==> src/rtl/pe_ctrl_pkg.sv <==
// pe_ctrl_pkg
//   Shared types and constants for the PE sequencer.
//   state_t  : sequencer FSM states
//   pe_tag_t : per-issue tag carried alongside the PE pipeline
//   PE_LAT, ISSUE_TO_PSUM : pipeline depths seen from the issue cycle
package pe_ctrl_pkg;

  typedef enum logic [1:0] {
    IDLE  = 2'd0,
    RUN   = 2'd1,
    DRAIN = 2'd2,
    DONE  = 2'd3
  } state_t;

  // Tag coordinate fields are sized for the largest supported geometry.
  // Each instance keeps only the low NW/HW bits.
  localparam int TAG_W         = 12;
  localparam int PE_LAT        = 3;
  localparam int ISSUE_TO_PSUM = 4;

  typedef struct packed {
    logic             valid;
    logic             first;
    logic             last;
    logic [TAG_W-1:0] n;
    logic [TAG_W-1:0] r;
    logic [TAG_W-1:0] c;
  } pe_tag_t;

endpackage

==> src/rtl/pe_tag_pipe.sv <==
// pe_tag_pipe
//   ISSUE_TO_PSUM-deep delay line of issue tags.
//   clk, rst  : clock, async active-high reset (clears every stage)
//   tag_in    : tag for the current issue slot (valid=0 for a bubble)
//   tag_s3    : tag at stage PE_LAT (drives PE run)
//   tag_s4    : tag at stage ISSUE_TO_PSUM (aligned with pe_psum)
//   any_valid : some stage still holds a live slot
module pe_tag_pipe
  import pe_ctrl_pkg::*;
(
  input  logic    clk,
  input  logic    rst,
  input  pe_tag_t tag_in,
  output pe_tag_t tag_s3,
  output pe_tag_t tag_s4,
  output logic    any_valid
);

  pe_tag_t stage [ISSUE_TO_PSUM];

  always_ff @(posedge clk or posedge rst) begin
    if (rst) begin
      for (int i = 0; i < ISSUE_TO_PSUM; i++) stage[i] <= '0;
    end else begin
      stage[0] <= tag_in;
      for (int i = 1; i < ISSUE_TO_PSUM; i++) stage[i] <= stage[i-1];
    end
  end

  assign tag_s3 = stage[PE_LAT-1];
  assign tag_s4 = stage[ISSUE_TO_PSUM-1];

  always_comb begin
    any_valid = 1'b0;
    for (int i = 0; i < ISSUE_TO_PSUM; i++) any_valid = any_valid | stage[i].valid;
  end

endmodule

==> src/rtl/pe_seq_ctrl.sv <==
// pe_seq_ctrl
//   Sequencer and chunk accumulator for one dot-product PE.
//   Walks (n, r, c, k) with k innermost, issues window-buffer reads, raises
//   pe_run when the slot reaches the PE, and sums NCHUNK partial sums into
//   one tagged pixel result.
//   clk, rst              : clock, async active-high reset
//   start                 : begin a pass (honoured only in IDLE)
//   hold                  : freeze issue while in RUN
//   pe_psum               : PE partial sum, valid 4 cycles after issue
//   rd_en, i_addr, w_addr : window-buffer read strobe and addresses
//   pe_run                : PE run, 3 cycles after issue
//   acc_valid, acc_data   : one-cycle pixel result strobe and sum
//   acc_n, acc_r, acc_c   : result tags
//   busy, done            : pass in progress / end-of-pass pulse
//
//   state | meaning
//   IDLE  | counters at 0, waiting for start
//   RUN   | issuing one chunk per cycle unless hold
//   DRAIN | issues finished, pipeline emptying
//   DONE  | one-cycle done pulse
module pe_seq_ctrl
  import pe_ctrl_pkg::*;
#(
  parameter  int HOUT       = 56,
  parameter  int N          = 256,
  parameter  int NCHUNK     = 80,
  parameter  int PSUM_WIDTH = 16,
  parameter  int ACC_WIDTH  = 24,
  localparam int IADDR_W    = $clog2(HOUT*HOUT*NCHUNK),
  localparam int WADDR_W    = $clog2(N*NCHUNK),
  localparam int NW         = $clog2(N),
  localparam int HW         = $clog2(HOUT)
) (
  input  logic                         clk,
  input  logic                         rst,
  input  logic                         start,
  input  logic                         hold,
  input  logic signed [PSUM_WIDTH-1:0] pe_psum,
  output logic                         rd_en,
  output logic [IADDR_W-1:0]           i_addr,
  output logic [WADDR_W-1:0]           w_addr,
  output logic                         pe_run,
  output logic                         acc_valid,
  output logic signed [ACC_WIDTH-1:0]  acc_data,
  output logic [NW-1:0]                acc_n,
  output logic [HW-1:0]                acc_r,
  output logic [HW-1:0]                acc_c,
  output logic                         busy,
  output logic                         done
);

  // A single-chunk configuration still needs a 1-bit k counter.
  localparam int KW = (NCHUNK > 1) ? $clog2(NCHUNK) : 1;

  state_t state, state_nxt;

  logic [NW-1:0] n_q;
  logic [HW-1:0] r_q, c_q;
  logic [KW-1:0] k_q;
  logic          k_last, c_last, r_last, n_last, pass_last;

  pe_tag_t tag_in, tag_s3, tag_s4;
  logic    pipe_busy;

  logic signed [ACC_WIDTH-1:0] acc, psum_ext, acc_sum;

  assign k_last    = (k_q == KW'(NCHUNK-1));
  assign c_last    = (c_q == HW'(HOUT-1));
  assign r_last    = (r_q == HW'(HOUT-1));
  assign n_last    = (n_q == NW'(N-1));
  assign pass_last = n_last & r_last & c_last & k_last;

  // FSM
  always_ff @(posedge clk or posedge rst) begin
    if (rst) state <= IDLE;
    else     state <= state_nxt;
  end

  always_comb begin
    state_nxt = state;
    rd_en     = 1'b0;
    busy      = 1'b0;
    done      = 1'b0;
    case (state)
      IDLE: begin
        if (start) state_nxt = RUN;
      end
      RUN: begin
        busy = 1'b1;
        if (!hold) begin
          rd_en = 1'b1;
          if (pass_last) state_nxt = DRAIN;
        end
      end
      DRAIN: begin
        busy = 1'b1;
        // Last live slot leaves stage 4 the cycle before the pipe reads
        // empty, so its acc_valid is on the bus when this fires.
        if (!pipe_busy) state_nxt = DONE;
      end
      DONE: begin
        done      = 1'b1;
        state_nxt = IDLE;
      end
      default: state_nxt = IDLE;
    endcase
  end

  // Loop counters, k innermost
  always_ff @(posedge clk or posedge rst) begin
    if (rst) begin
      n_q <= '0;
      r_q <= '0;
      c_q <= '0;
      k_q <= '0;
    end else if (state == IDLE) begin
      n_q <= '0;
      r_q <= '0;
      c_q <= '0;
      k_q <= '0;
    end else if (rd_en) begin
      if (!k_last) begin
        k_q <= k_q + KW'(1);
      end else begin
        k_q <= '0;
        if (!c_last) begin
          c_q <= c_q + HW'(1);
        end else begin
          c_q <= '0;
          if (!r_last) begin
            r_q <= r_q + HW'(1);
          end else begin
            r_q <= '0;
            n_q <= n_last ? '0 : n_q + NW'(1);
          end
        end
      end
    end
  end

  assign i_addr = IADDR_W'((int'(r_q) * HOUT + int'(c_q)) * NCHUNK + int'(k_q));
  assign w_addr = WADDR_W'(int'(n_q) * NCHUNK + int'(k_q));

  // Tag pipeline
  always_comb begin
    tag_in       = '0;
    tag_in.valid = rd_en;
    tag_in.first = (k_q == '0);
    tag_in.last  = k_last;
    tag_in.n     = TAG_W'(n_q);
    tag_in.r     = TAG_W'(r_q);
    tag_in.c     = TAG_W'(c_q);
  end

  pe_tag_pipe u_tag_pipe (
    .clk       (clk),
    .rst       (rst),
    .tag_in    (tag_in),
    .tag_s3    (tag_s3),
    .tag_s4    (tag_s4),
    .any_valid (pipe_busy)
  );

  assign pe_run = tag_s3.valid;

  // Accumulator; bubbles leave acc untouched
  assign psum_ext = {{(ACC_WIDTH-PSUM_WIDTH){pe_psum[PSUM_WIDTH-1]}}, pe_psum};
  assign acc_sum  = tag_s4.first ? psum_ext : acc + psum_ext;

  always_ff @(posedge clk or posedge rst) begin
    if (rst) begin
      acc       <= '0;
      acc_valid <= 1'b0;
      acc_data  <= '0;
      acc_n     <= '0;
      acc_r     <= '0;
      acc_c     <= '0;
    end else begin
      acc_valid <= 1'b0;
      if (tag_s4.valid) begin
        acc <= acc_sum;
        if (tag_s4.last) begin
          acc_valid <= 1'b1;
          acc_data  <= acc_sum;
          acc_n     <= tag_s4.n[NW-1:0];
          acc_r     <= tag_s4.r[HW-1:0];
          acc_c     <= tag_s4.c[HW-1:0];
        end
      end
    end
  end

endmodule
==> config.mk <==
export PLATFORM = sky130hd
export DESIGN_NAME = pe_seq_ctrl
export DESIGN_NICKNAME = d
export VERILOG_FILES = /design/src/rtl/pe_ctrl_pkg.sv /design/src/rtl/pe_tag_pipe.sv /design/src/rtl/pe_seq_ctrl.sv
export SDC_FILE = /design/constraint.sdc
export NUM_CORES = 1
export LEC_CHECK = 0
export ABC_CLOCK_PERIOD_IN_PS = 5200
export BUFFER_PORTS_ARGS = -buffer_cell sky130_fd_sc_hd__buf_2
export CAP_MARGIN = 25
export CELL_PAD_IN_SITES_DETAIL_PLACEMENT = 0
export CELL_PAD_IN_SITES_GLOBAL_PLACEMENT = 1
export CORE_UTILIZATION = 45
export CTS_BUF_LIST = sky130_fd_sc_hd__clkbuf_8
export CTS_CLUSTER_SIZE = 14
export DETAILED_ROUTE_END_ITERATION = 7
export PLACE_DENSITY_LB_ADDON = 0.1
export SLEW_MARGIN = 20
export SYNTH_ARGS = -nofsm -noshare
export SYNTH_HDL_FRONTEND = slang
export SYNTH_HIERARCHICAL = 1
export SYNTH_SLANG_ARGS = --single-unit
==> constraint.sdc <==
create_clock -name clk -period 5.2 [get_ports clk]
set_input_delay 0.78 -clock clk [delete_from_list [all_inputs] [get_ports clk]]
set_output_delay 0.78 -clock clk [all_outputs]
set_load 0.02 [all_outputs]
==> results.cfg <==
[clock_tree]
clock_sinks = 190
clock_latency_ns = 0.47
cts_made_buffers = 17
clk_pin_slew_ns = 0.10
hold_buffers = 0
clockBufferDepth = 2
htree_num_levels = 4
cts-root-buf = clkbuf_8
cts_tree = yes

[die]
start_util = 0.462
rows = 54
dieArea_um2 = 23100
io_pins = 102
fp.coreArea_um2 = 21900
die-height_um = 152
dieWidth_um = 152

[global_route]
grt_overflow_total = 0
grt_pass1_wl_um = 36200
grt_pass1_vias = 6927
antenna_found_initial = 0
grt_usage = 0.196
grt_max_degree = 64

[placed_design]
io_buffer_count = 101
routabilityCongestion = 0.775
dp_hpwl_um = 15300
place_inst = 1344

[final_layout]
instances_no_fill = 1397
finish.utilization = 0.534
fin_nets = 1220
layout_commonest_cell = dfrtp_1
final_cell_mix = dfrtp_1 (187), nand2_1 (129), buf_2 (96)
area_growth_pct = 15.7
drive_gt1_frac = 0.207
diodes = 0

[worst_setup_path]
path_class = flip-flop to output port
endpoint_kind = output port
critPathMaxFanout = 3
arrival_ns = 4.68
crit_required_ns = 4.42
critPathLaunchType = flip-flop

[sta]
fin_crit_ns = 5.46
relSlewSlack = 0.355
fin_hold_ws_ns = 0.346
slew_violations = 0
fin_setup_tns_ns = -0.633
setup_violations = 4
timing_hold_violations_final = 0
worst_pin_slew_ns = 0.968
rsz0062_at_grt = yes
fmax_mhz = 183
fin_skew_ns = 0.0178
period_share = 1.05
timing.final.ws_setup_ns = -0.264

[job]
drv_cap = 0

[route]
antenna_left = 0
first_pass_iters = 5
routed_wl_um = 21700
wl_per_cell_um = 15.5
drc = 0
routed_via_density = 5.19
dr_total_vias = 7248
drt_iter0_drc = 382

[min_path]
hold_path.class = flip-flop to flip-flop

[synth]
synth_nets = 1126
ys_warn_count = 6
syn_avg_cell_area_um2 = 10.0
syn_area_um2 = 10100
synth_cells = 1010

[status]
violations = setup timing
status = finished, violations left
-- per-stage QoR --
stage / area [um2] / worst slack (ns)
4_1_cts: 11400 / -0.227
5_1_grt: 11700 / -0.481
2_1_floorplan: 10100 / 0.0441
3_3_place_gp: 10700 / 0.102
3_5_place_dp: 10700 / 0.0469
6_report: 11700 / -0.264
-- what timing repair did --
action	CTS	global route
setup endpoints to repair	5	6
resized for setup	37	27
pin swaps	12	37
setup buffers	10	11
endpoints found under the hold margin	0	0
-- area by class of cell --
cell class | count | area, um2
fillers | 2037 | 10200
multi-input cells | 707 | 5150
flip-flops and latches | 190 | 4760
repair buffers | 136 | 797
well taps | 280 | 350
clock buffers | 20 | 275
inverters | 52 | 199
clock inverters | 12 | 170
-- flip-flops by register name (all words and copies together) (netlist names) --
signal	flops
r_q	6
u_tag_pipe/stage	46
u_tag_pipe/tag_s3	23
acc	24
n_q	8
acc_valid	1
acc_data	24
acc_n	8
state	2
c_q	6
k_q	7
acc_r	6
acc_c	6
u_tag_pipe/tag_s4	23
-- routing by layer --
metal,vias up,GRT usage,share of wire
li1,3629,-,-
met1,3469,0.286,0.51
met2,131,0.305,0.45
met3,19,0.0334,0.032
met4,0,0.0462,0.0099
met5,-,0,0
-- worst max-delay path, stage by stage (launching register included) --
cell and delay [ns]:
dfrtp_2 0.45, fa_1 0.49, ha_2 0.20, fa_2 0.39
a21o_1 0.19, a21oi_2 0.16, xnor2_1 0.16, nand3b_1 0.17
xor2_1 0.23, ha_1 0.29, ha_4 0.30, nor2_2 0.04
a21oi_2 0.10, o21ai_2 0.09, xnor2_2 0.21, nand2_2 0.11
nor3_4 0.20, nand2_1 0.09, xnor2_1 0.17, buf_4 0.17
-- worst paths after layout --
kind,startpoint,to,slack [ns],depth (start not counted)
min in group asynchronous,rst,u_tag_pipe/tag_s4[27]$_DFF_PP0_,0.46,2
min reg2reg,u_tag_pipe/tag_s3[3]$_DFF_PP0_,u_tag_pipe/tag_s4[3]$_DFF_PP0_,0.35,0
max in group asynchronous,rst,acc_data[7]$_DFFE_PP0P_,3.71,3
max,r_q[1]$_DFFE_PP0P_,i_addr[17],-0.26,19
max reg2reg,acc[0]$_DFFE_PP0P_,acc[20]$_DFFE_PP0P_,2.25,11
min,u_tag_pipe/tag_s3[3]$_DFF_PP0_,u_tag_pipe/tag_s4[3]$_DFF_PP0_,0.35,0
Power is left out: the tool's default activity adds up to more than one toggle a clock period on the data nets, which glitch-free logic cannot reach.
